$ cat src/rtl/mem_bus_arbiter.sv
// Two-port round-robin arbiter and wait-state sequencer for a single 16-bit memory port.
// Define MEM_ARB_FIXED_PRIO_EN to give port 0 absolute priority on simultaneous requests.
module mem_bus_arbiter #(
  parameter int WAIT_CYCLES = 1,
  parameter int AW          = 16,
  parameter int DW          = 16
) (
  input  logic          clk_i,
  input  logic          rst_i,
  input  logic          req0_i,
  input  logic          we0_i,
  input  logic [AW-1:0] addr0_i,
  input  logic [DW-1:0] wdata0_i,
  output logic          gnt0_o,
  output logic          ack0_o,
  input  logic          req1_i,
  input  logic          we1_i,
  input  logic [AW-1:0] addr1_i,
  input  logic [DW-1:0] wdata1_i,
  output logic          gnt1_o,
  output logic          ack1_o,
  output logic [DW-1:0] rdata_o,
  output logic [AW-1:0] memAddr_o,
  output logic [DW-1:0] memDout_o,
  output logic          memRd_o,
  output logic          memWr_o,
  input  logic [DW-1:0] memDin_i,
  output logic          busy_o
);

  typedef enum logic [1:0] {
    IDLE   = 2'd0,
    ACCESS = 2'd1,
    DONE   = 2'd2
  } state_e;

  localparam logic [3:0] WAIT_LOAD = 4'(WAIT_CYCLES);

  state_e        state_q, state_d;
  logic [3:0]    cnt_q, cnt_d;
  logic          winner_q, winner_d;
  logic          we_q, we_d;
  logic [AW-1:0] addr_q, addr_d;
  logic [DW-1:0] wdata_q, wdata_d;
  logic [DW-1:0] rdata_q, rdata_d;

  logic          gnt0_q, gnt0_d;
  logic          gnt1_q, gnt1_d;
  logic          ack0_q, ack0_d;
  logic          ack1_q, ack1_d;
  logic          memRd_q, memRd_d;
  logic          memWr_q, memWr_d;
  logic [AW-1:0] memAddr_q, memAddr_d;
  logic [DW-1:0] memDout_q, memDout_d;

  logic          pick1;
  logic          nextAccess;
  logic          nextOwns;
  logic          nextDone;

`ifndef MEM_ARB_FIXED_PRIO_EN
  logic          last_q, last_d;
`endif

  // Arbitration: a lone requester always wins; a tie goes to the port that was not served last.
  always_comb begin
    pick1 = 1'b0;
    if (req0_i && req1_i) begin
`ifdef MEM_ARB_FIXED_PRIO_EN
      pick1 = 1'b0;
`else
      pick1 = ~last_q;
`endif
    end else begin
      pick1 = req1_i;
    end
  end

  always_ff @(posedge clk_i) begin
    if (rst_i) begin
      state_q   <= IDLE;
      cnt_q     <= '0;
      winner_q  <= 1'b0;
      we_q      <= 1'b0;
      addr_q    <= '0;
      wdata_q   <= '0;
      rdata_q   <= '0;
      gnt0_q    <= 1'b0;
      gnt1_q    <= 1'b0;
      ack0_q    <= 1'b0;
      ack1_q    <= 1'b0;
      memRd_q   <= 1'b0;
      memWr_q   <= 1'b0;
      memAddr_q <= '0;
      memDout_q <= '0;
`ifndef MEM_ARB_FIXED_PRIO_EN
      last_q    <= 1'b1;
`endif
    end else begin
      state_q   <= state_d;
      cnt_q     <= cnt_d;
      winner_q  <= winner_d;
      we_q      <= we_d;
      addr_q    <= addr_d;
      wdata_q   <= wdata_d;
      rdata_q   <= rdata_d;
      gnt0_q    <= gnt0_d;
      gnt1_q    <= gnt1_d;
      ack0_q    <= ack0_d;
      ack1_q    <= ack1_d;
      memRd_q   <= memRd_d;
      memWr_q   <= memWr_d;
      memAddr_q <= memAddr_d;
      memDout_q <= memDout_d;
`ifndef MEM_ARB_FIXED_PRIO_EN
      last_q    <= last_d;
`endif
    end
  end

  // Requester inputs are only looked at in IDLE; afterwards the latched copy drives the memory.
  always_comb begin
    state_d  = state_q;
    cnt_d    = cnt_q;
    winner_d = winner_q;
    we_d     = we_q;
    addr_d   = addr_q;
    wdata_d  = wdata_q;
    rdata_d  = rdata_q;
`ifndef MEM_ARB_FIXED_PRIO_EN
    last_d   = last_q;
`endif
    unique case (state_q)
      IDLE: begin
        if (req0_i || req1_i) begin
          winner_d = pick1;
          we_d     = pick1 ? we1_i    : we0_i;
          addr_d   = pick1 ? addr1_i  : addr0_i;
          wdata_d  = pick1 ? wdata1_i : wdata0_i;
          cnt_d    = WAIT_LOAD;
          state_d  = ACCESS;
        end
      end
      ACCESS: begin
        if (cnt_q != 4'd0) begin
          cnt_d = cnt_q - 4'd1;
        end else begin
          if (!we_q) begin
            rdata_d = memDin_i;
          end
          state_d = DONE;
        end
      end
      DONE: begin
`ifndef MEM_ARB_FIXED_PRIO_EN
        last_d  = winner_q;
`endif
        state_d = IDLE;
      end
      default: begin
        state_d = IDLE;
      end
    endcase
  end

  // Outputs are decoded from the next state so they come out of flops aligned with the state.
  always_comb begin
    nextAccess = (state_d == ACCESS);
    nextDone   = (state_d == DONE);
    nextOwns   = nextAccess || nextDone;
    gnt0_d     = nextOwns && !winner_d;
    gnt1_d     = nextOwns && winner_d;
    ack0_d     = nextDone && !winner_d;
    ack1_d     = nextDone && winner_d;
    memRd_d    = nextAccess && !we_d;
    memWr_d    = nextAccess && we_d;
    memAddr_d  = nextAccess ? addr_d  : '0;
    memDout_d  = nextAccess ? wdata_d : '0;
  end

  assign gnt0_o    = gnt0_q;
  assign gnt1_o    = gnt1_q;
  assign ack0_o    = ack0_q;
  assign ack1_o    = ack1_q;
  assign rdata_o   = rdata_q;
  assign memAddr_o = memAddr_q;
  assign memDout_o = memDout_q;
  assign memRd_o   = memRd_q;
  assign memWr_o   = memWr_q;
  assign busy_o    = (state_q != IDLE);

endmodule

$ cat config.mk
export PLATFORM = sky130hd
export DESIGN_NAME = mem_bus_arbiter
export DESIGN_NICKNAME = d
export VERILOG_FILES = /design/src/rtl/mem_bus_arbiter.sv
export SDC_FILE = /design/constraint.sdc
export NUM_CORES = 1
export LEC_CHECK = 0
export ABC_AREA = 1
export CAP_MARGIN = 5
export CORE_UTILIZATION = 44
export DETAILED_ROUTE_END_ITERATION = 16
export PLACE_DENSITY = 0.79
export SLEW_MARGIN = 10
export SYNTH_ARGS = -nofsm -noshare
export SYNTH_HDL_FRONTEND = slang
export SYNTH_SLANG_ARGS = --single-unit
$ cat constraint.sdc
create_clock -name clk_i -period 2.3 [get_ports clk_i]
set_clock_uncertainty 0.05 [all_clocks]
set_input_delay 0.345 -clock clk_i [delete_from_list [all_inputs] [get_ports clk_i]]
set_output_delay 0.345 -clock clk_i [all_outputs]
set_load 0.005 [all_outputs]
==> results.tsv, run 1 <==
metric	value	unit
hold buffers post-CTS	0	
initial antenna violation count	0	
r2r setup slk	0.45	ns
worst stage delay on the critical path	0.54	ns
chip width	95.2	um
Worst Hold Class	reg -> reg	
number of cells on the worst reg-to-reg path	9	
Hold EP	wdata_q[7]$_SDFF_PP0_	
Inserted Clock Buffers	9	
pin count of the biggest net entering global routing	35	
Max H-tree Level	3	
Longest Clk Path Bufs	2	
Critical R2R Launch	cnt_q[1]$_SDFFE_PP0P_	
Yosys reg bits	95	
Final HPWL DP	6350	um
Power, Total	0.00412	W
VDD IR max	0.000396	V
P&R area growth vs syn	43.9	%
register area share after synthesis	49.7	%
setup TNS	0	ns
minimum clock period	1.87	ns
Critical Path Source Type	flip-flop	
Resized Gates After CTS	0	
post-synthesis adder-cell area fraction	1.31	%
slew margin rel.	76.5	%
antenna cells	0	
worst slack, placed	0.266	ns
Die ar.	9070	um2
routability congestion estimate	0.732	
Initial Util	46.1	%
main combinational cell family by area after synthesis	simple AND/OR/NAND/NOR gates	
Netlist cell types	30	
RSZ-0062 raised after global routing	false	
first-pass GRT wire length	14400	um
top area cells in the synthesized netlist	dfxtp_1, nand2_1, and2_1	
Placed Area	5310	um2
critical hold path startpoint	wdata_q[7]$_SDFF_PP0_	
CTS Sinks	95	
Synth Area in XOR/XNOR	0	%
worst-path cell chain	inv_2, nand2_2, clkdlybuf4s50_1	
CP max stage cell	clkdlybuf4s50_1	
CTS root buf	clkbuf_8	
I/O pins	141	
Die H	95.2	um
worst setup margin	0.431	ns
Initial DRC Count	92	
commonest non-fill, non-tap cells in the layout	clkdlybuf4s50_1, nand2_1, dfxtp_1	
Slew Limit Fails	0	
Final Hold Fails	0	
Yosys top cell by area	dfxtp_1	
Arrival @ worst endpoint	1.47	ns
number of global-route vias before repair	3265	
core box area	8300	um2
commonest non-fill, non-tap cell in the layout	clkdlybuf4s50_1	
Cell Rows	33	
top-area cell type share of the netlist area	49.7	%
Achievable Freq	0.535	GHz
simple-gate share of the synthesized area	30.8	%
Tcrit/Tclk final	81.2	%
drt via density	4.57	
status	finished, final reports clean	
worst path required time	1.90	ns
post-CTS setup buffer count	0	
FILL cells	729	
share of layout cells above drive strength 1	7.21	%
Ys Warns	0	
Final setup viols	0	
Worst Max-Slew Pin Slew	0.351	ns
PwrDens	749	nW/um2
Finished Core Util	66.3	%
router iterations before antenna repair	4	
final wirelength	8820	um
post-route ant nets	0	
Residual DRC	0	
Final #Nets	723	
Post-Synthesis Cell Area	3820	um2
syn_nets	584	
Compound-Gate Fraction of Synth Area	9.00	%
hold path cells	2	
All-Layer GR Usage	20.7	%
I/O Buffers	140	
Pleak	2.45	nW
mux cell area share after synthesis	0	%
Post-Syn Instances	494	
grt ovf	0	
final instance area	5500	um2
Vias	3398	
Clock Pin Slew Worst Setup and Hold Paths	0.09	ns
worst-skew pair later-pin latency	0.35	ns
max-cap violations	0	
CP Capture Type	primary output	
post-DR wirelength/cell	11.9	um
CTS tree	done	
maximum fanout along the worst path	5	
RR Endpoint	gnt0_o$_SDFF_PP0_	
critical path class	reg -> out	
syn_area_per_cell	7.74	um2
==> state kept, by name, summed over array words and instances (netlist names) <==
name       flops
ack1_o         1
gnt0_o         1
gnt1_o         1
cnt_q          4
last_q         1
addr_q        16
memWr_o        1
we_q           1
rdata_o       16
state_q        2
memDout_o     16
ack0_o         1
memRd_o        1
memAddr_o     16
winner_q       1
wdata_q       16
==> worst max-delay path, delay by kind of cell (launching register included) <==
| family | cells | cell delay, ns |
|---|---|---|
| and+or+nand+nor | 1 | 0.14 |
| DFF | 1 | 0.40 |
| buffers and inverters | 2 | 0.59 |
==> stage by stage <==
stage | hold slack (ns) | cells
3_3_place_gp | 0.383 | 727
5_1_grt | 0.437 | 743
4_1_cts | 0.411 | 743
2_1_floorplan | 0.372 | 494
6_report | 0.405 | 743
3_5_place_dp | 0.387 | 727
==> how the worst max path moves through the flow <==
| stage | startpoint | slack (ns) | cells past startpoint | end |
|---|---|---|---|---|
| global placement | req1_i | 0.29 | 9 | gnt0_o$_SDFF_PP0_ |
| global route | cnt_q[0]$_SDFFE_PP0P_ | 0.25 | 11 | memWr_o$_SDFF_PP0_ |
| detailed placement | req0_i | 0.27 | 11 | memRd_o$_SDFF_PP0_ |
| CTS | state_q[0]$_SDFF_PP0_ | 0.40 | 3 | busy_o |
| finish | state_q[0]$_SDFF_PP0_ | 0.43 | 3 | busy_o |
| floorplan | cnt_q[0]$_SDFFE_PP0P_ | 0.43 | 11 | memRd_o$_SDFF_PP0_ |
==> power by group <==
part | switching, W | leakage [nW] | internal (W)
Combinational | 0.000537 | 1.57 | 0.000602
Sequential | 0.0000831 | 0.780 | 0.00187
Clock | 0.000573 | 0.0963 | 0.000460
==> Yosys cell counts <==
master	n
nand2_2	6
nor2_2	3
clkinv_2	1
o311ai_0	1
buf_2	8
clkinv_1	1
or2_2	1
nor2_4	3
nand3_1	13
or2_1	1
a21oi_1	13
nor2_8	1
buf_8	1
buf_4	1
o21ai_0	8
clkbuf_1	6
o21ai_1	18
nor3_1	1
nand2_1	114
o21bai_1	16
buf_6	4
o21a_1	1
inv_2	5
nor2_1	69
inv_1	51
ha_1	4
and2_1	46
o22ai_2	1
dfxtp_1	95
nand2_4	1
==> area by class of cell <==
type,instances,area [um2],area share [%]
Clock buffer,11,151,2.75
Tap cell,105,131,2.39
Multi-Input combinational cell,321,1570,28.6
Inverter,58,219,3.98
Clock inverter,5,38.8,0.705
Sequential cell,95,1900,34.6
Timing Repair Buffer,148,1490,27.0
==> per-layer routing <==
metal	up-vias	routed length, um	GRT usage [%]
met4	0	160	9.22
met2	96	4350	36.4
met5	-	0	0
met1	1520	3800	24.7
met3	9	510	3.43
li1	1773	-	-
==> kinds of logic (layout without fill, tap and decap cells) <==
| family | Yosys count | in the layout |
|---|---|---|
| buffers and inverters | 78 | 222 |
| adder cells (fa/ha/maj) | 4 | 4 |
| flip-flops | 95 | 95 |
| AO/OA/AOI/OAI | 58 | 58 |
| AND/OR/NAND/NOR | 259 | 259 |
Note: power is estimated with default switching activity, not from simulation.
==> inputs of run 2 (changes only) <==
--- a/config.mk
+++ b/config.mk
@@ -7,9 +7,9 @@
 export LEC_CHECK = 0
 export ABC_AREA = 1
 export CAP_MARGIN = 5
-export CORE_UTILIZATION = 44
+export CORE_UTILIZATION = 40
 export DETAILED_ROUTE_END_ITERATION = 16
-export PLACE_DENSITY = 0.79
+export PLACE_DENSITY = 0.76
 export SLEW_MARGIN = 10
 export SYNTH_ARGS = -nofsm -noshare
 export SYNTH_HDL_FRONTEND = slang
==> constraint.sdc (replaced) <==
create_clock -name clk_i -period 1.6 [get_ports clk_i]
set_clock_uncertainty 0.05 [all_clocks]
set_input_delay 0.24 -clock clk_i [delete_from_list [all_inputs] [get_ports clk_i]]
set_output_delay 0.24 -clock clk_i [all_outputs]
set_load 0.005 [all_outputs]
==> run 2 against run 1 <==
Effect of this change: sequential power up 44%; critical path type is now reg -> reg; power increased by 51%; clock-buffer cell count unchanged; non-clock buffer count rose by 21; highest routed layer unchanged; largest cell class unchanged; clock power is 53% higher; routed wire length down 1.1%; cell count up 6.1%; setup slack worse by 0.35 ns.
==> results.tsv, run 2 (same netlist as run 1, synthesis figures left out) <==
metric	value	unit
status	finished, final reports clean	
Final Hold Fails	0	
worst stage delay on the critical path	0.36	ns
Achievable Freq	0.660	GHz
critical path class	reg -> reg	
Combinational Power Share	29.8	%
I/O pins	141	
Hold Slack	0.410	ns
worst path required time	1.85	ns
worst-skew pair later-pin latency	0.35	ns
core box area	9240	um2
commonest non-fill, non-tap cells in the layout	clkdlybuf4s50_1, nand2_1, dfxtp_1	
maximum fanout along the worst path	3	
CP max stage cell	dfxtp_2	
final wirelength	8720	um
grt ovf	0	
Clock Pin Slew Worst Setup and Hold Paths	0.09	ns
CTS Sinks	95	
router iterations before antenna repair	4	
I/O Buffers	140	
first-pass GRT wire length	14600	um
Final #Nets	744	
P&R area growth vs syn	52.0	%
Final setup viols	0	
CTS tree	done	
Finished Core Util	62.9	%
All-Layer GR Usage	18.3	%
Pint	0.00447	W
setup TNS	0	ns
Die H	99.8	um
P_sw	0.00176	W
Initial Util	41.4	%
minimum clock period	1.51	ns
pin count of the biggest net entering global routing	25	
Placed Area	5570	um2
CP top delay family	simple AND/OR/NAND/NOR gates	
Arrival @ worst endpoint	1.76	ns
commonest non-fill, non-tap cell in the layout	clkdlybuf4s50_1	
drt via density	4.35	
Longest Clk Path Bufs	2	
initial antenna violation count	0	
Initial DRC Count	67	
Residual DRC	0	
Vias	3428	
Max H-tree Level	3	
Pleak	2.58	nW
Tcrit/Tclk final	94.7	%
hold buffers post-CTS	0	
CTS root buf	clkbuf_8	
sequential share of power	44.8	%
antenna cells	0	
VDD IR max	0.000589	V
Worst Hold Class	reg -> reg	
Slew Limit Fails	0	
post-route ant nets	0	
Final HPWL DP	6360	um
worst-path cell chain	inv_2, ha_4, nand2_2, nand2_2, nand2_4, inv_2, ha_1, or2_4, nor2_1	
Die ar.	9950	um2
CP Capture Type	flip-flop	
PwrDens	1070	nW/um2
Worst Max-Slew Pin Slew	0.265	ns
share of layout cells above drive strength 1	12.0	%
Inserted Clock Buffers	9	
number of global-route vias before repair	3325	
slew margin rel.	82.1	%
max-cap violations	0	
clock power share	25.4	%
post-DR wirelength/cell	11.1	um
Critical Path Source Type	flip-flop	
routability congestion estimate	0.785	
final instance area	5810	um2
buffers plus inverters on the worst setup path	2	
chip width	99.8	um
Sw Ratio	28.2	%
Cell Rows	35	
run 2: path summary, 6_finish.rpt:
kind / end / depth (start not counted) / startpoint / slack, ns
worst min register to register: wdata_q[4]$_SDFF_PP0_ / 2 / wdata_q[4]$_SDFF_PP0_ / 0.41
worst max register to register: gnt1_o$_SDFF_PP0_ / 9 / cnt_q[1]$_SDFFE_PP0P_ / 0.09
worst max-delay path: gnt1_o$_SDFF_PP0_ / 9 / cnt_q[1]$_SDFFE_PP0P_ / 0.09
worst min-delay path: wdata_q[4]$_SDFF_PP0_ / 2 / wdata_q[4]$_SDFF_PP0_ / 0.41
run 2: worst register-to-register path: stages, from the launching register on:
cell and delay, ns:
dfxtp_2 0.36, inv_2 0.06, ha_4 0.16, nand2_2 0.07, nand2_2 0.07, nand2_4 0.09
inv_2 0.04, ha_1 0.28, or2_4 0.23, nor2_1 0.07
run 2: final cells by class:
class                           count  area, um2
Fill cell                         813       3430
Sequential cell                    95       1910
Timing Repair Buffer              169       1710
Multi-Input combinational cell    321       1620
Inverter                           58        225
Tap cell                          129        161
Clock buffer                       11        141
Clock inverter                      5       57.6
run 2: metal layers:
layer	GRT usage [%]	routed length, um
met1	21.4	3900
met2	32.4	4270
met3	3.76	396
met4	7.92	159
met5	0	0
run 2: through the flow:
stage / cells / power (W) / setup WS (ns)
after CTS: 786 / 0.00627 / 0.00462
after floorplan: 494 / 0.00377 / 0.0131
after global placement: 768 / 0.00463 / -0.238
final: 788 / 0.00623 / 0.0852
after detailed placement: 768 / 0.00467 / -0.276
after global routing: 788 / 0.00662 / -0.00551
run 2: power by group through the flow:
stage / clock network (W) / logic, W / registers (W)
2_1_floorplan: 0 / 0.000910 / 0.00286
5_1_grt: 0.00173 / 0.00206 / 0.00283
4_1_cts: 0.00163 / 0.00184 / 0.00280
6_report: 0.00158 / 0.00186 / 0.00280
3_3_place_gp: 0 / 0.00178 / 0.00285
3_5_place_dp: 0 / 0.00182 / 0.00285
run 2: repair_timing:
action | in CTS | in global routing
cloned | 0 | 0
resized for setup | 2 | 7
pin swaps | 2 | 3
endpoints found under the setup margin | 3 | 43
buffers inserted | 2 | 2
endpoints found under the hold margin | 0 | 0
==> inputs of run 3 (changes only) <==
--- a/config.mk
+++ b/config.mk
@@ -7,6 +7,7 @@
 export LEC_CHECK = 0
 export ABC_AREA = 1
 export CAP_MARGIN = 5
+export CORE_MARGIN = 8
 export CORE_UTILIZATION = 40
 export DETAILED_ROUTE_END_ITERATION = 16
 export PLACE_DENSITY = 0.76
==> run 3 against run 2 <==
Effect of this change: power is 2.1% lower; die area is 30% higher; sequential share of layout area is 0.43 points higher.
==> results.tsv, run 3 (same netlist as run 1, synthesis figures left out) <==
metric	value	unit
max-cap violations	0	
Power, Total	0.00610	W
slew margin rel.	82.0	%
Initial Util	41.4	%
Inserted Clock Buffers	9	
Final Hold Fails	0	
maximum fanout along the worst path	4	
antenna cells	0	
Longest Clk Path Bufs	2	
post-DR wirelength/cell	12.6	um
Final setup viols	0	
Cell Rows	35	
I/O pins	141	
Achievable Freq	0.660	GHz
grt ovf	0	
Non-Filler Instances	783	
Placed Area	5510	um2
share of layout cells above drive strength 1	11.3	%
post-route ant nets	0	
Worst setup startpoint	cnt_q[0]$_SDFFE_PP0P_	
core box area	9240	um2
Worst Hold Class	reg -> reg	
Max H-tree Level	3	
PwrDens	1060	nW/um2
worst path required time	1.83	ns
Die ar.	12900	um2
VDD IR max	0.000523	V
chip width	114	um
RSZ-0062 raised after global routing	false	
number of global-route vias before repair	3453	
CP Capture Type	flip-flop	
Die H	114	um
All-Layer GR Usage	15.5	%
Pleak	2.56	nW
minimum clock period	1.51	ns
routability congestion estimate	0.768	
CTS root buf	clkbuf_8	
Vias	3421	
Initial DRC Count	107	
critical path class	reg -> reg	
placed cell count	766	
hold buffers post-CTS	0	
critical hold path startpoint	wdata_q[6]$_SDFF_PP0_	
number of cells on the worst reg-to-reg path	9	
status	finished, final reports clean	
Final HPWL DP	7710	um
commonest non-fill, non-tap cells in the layout	clkdlybuf4s50_1, nand2_1, dfxtp_1	
CTS tree	done	
Critical R2R Launch	cnt_q[0]$_SDFFE_PP0P_	
initial antenna violation count	0	
first-pass GRT wire length	16300	um
Arrival @ worst endpoint	1.75	ns
I/O Buffers	140	
final instance area	5740	um2
worst-skew pair later-pin latency	0.34	ns
drt via density	4.37	
pin count of the biggest net entering global routing	25	
Critical Path Source Type	flip-flop	
Slew Limit Fails	0	
Residual DRC	0	
P&R area growth vs syn	50.0	%
Worst Max-Slew Pin Slew	0.266	ns
commonest non-fill, non-tap cell in the layout	clkdlybuf4s50_1	
Final #Nets	739	
final wirelength	9830	um
router iterations before antenna repair	4	
CTS Sinks	95	
hold path cells	2	
Tcrit/Tclk final	94.7	%
Clock Pin Slew Worst Setup and Hold Paths	0.09	ns
-- run 3: cell types whose count changed in the layout (fill, tap and decap cells not counted) --
cell / previous run / this run
clkinv_4: 1 / 3
nor2_2: 3 / 2
clkbuf_8: 10 / 11
buf_12: 7 / 4
nor2_1: 68 / 69
clkbuf_1: 1 / 0
clkinvlp_4: 3 / 0
nand2_4: 2 / 4
nand2_2: 6 / 4
bufinv_16: 1 / 0
buf_4: 22 / 20
inv_6: 0 / 2
-- run 3: what timing repair did --
action / CTS / global route
buffers inserted: 1 / 0
gates resized for setup: 6 / 4
endpoints found under the hold margin: 0 / 0
setup endpoints to repair: 5 / 4
pin swaps: 1 / 3
-- run 3: final timing paths --
check                                              to  slack [ns]
worst max-delay path                gnt0_o$_SDFF_PP0_        0.09
worst min-delay path            wdata_q[6]$_SDFF_PP0_        0.41
worst max register to register      gnt0_o$_SDFF_PP0_        0.09
worst min register to register  wdata_q[6]$_SDFF_PP0_        0.41
-- run 3: cell type report --
class                           instances  area, um2
Fill cell                             824       3500
Sequential cell                        95       1910
Timing Repair Buffer                  164       1630
Multi-Input combinational cell        321       1620
Inverter                               58        225
Tap cell                              129        161
Clock buffer                           11        151
Clock inverter                          5       40.0
-- run 3: metal layers --
metal	vias to the layer above	global-route usage (%)	share of wire [%]
li1	1818	-	-
met1	1508	16.6	42
met2	83	28.3	50
met3	12	4.01	6.1
met4	0	6.12	1.8
met5	-	0	0
-- run 3: stage by stage --
step | setup TNS, ns | hold slack [ns] | util (%) | setup WS, ns
after floorplan | 0 | 0.341 | - | 0.0131
after global placement | -7.39 | 0.383 | 59.7 | -0.197
after detailed placement | -10.68 | 0.386 | 59.7 | -0.258
after CTS | 0 | 0.412 | 62.0 | 0.00393
after global routing | 0 | 0.431 | 62.1 | 0.00622
final | 0 | 0.409 | 62.1 | 0.0853
-- run 3: critical path, stage by stage (launching register included) --
cell	delay, ns
dfxtp_2	0.35
inv_2	0.05
ha_4	0.16
nand2_4	0.08
nand2_4	0.07
nand2_4	0.09
inv_2	0.04
ha_1	0.28
or2_4	0.23
nor2_1	0.07
-- run 3: report_power, final --
group          switching, W  internal (W)  total (W)
sequential         0.000116       0.00268    0.00280
combinational      0.000834      0.000986    0.00182
clock              0.000816      0.000665    0.00148
total               0.00177       0.00434    0.00610
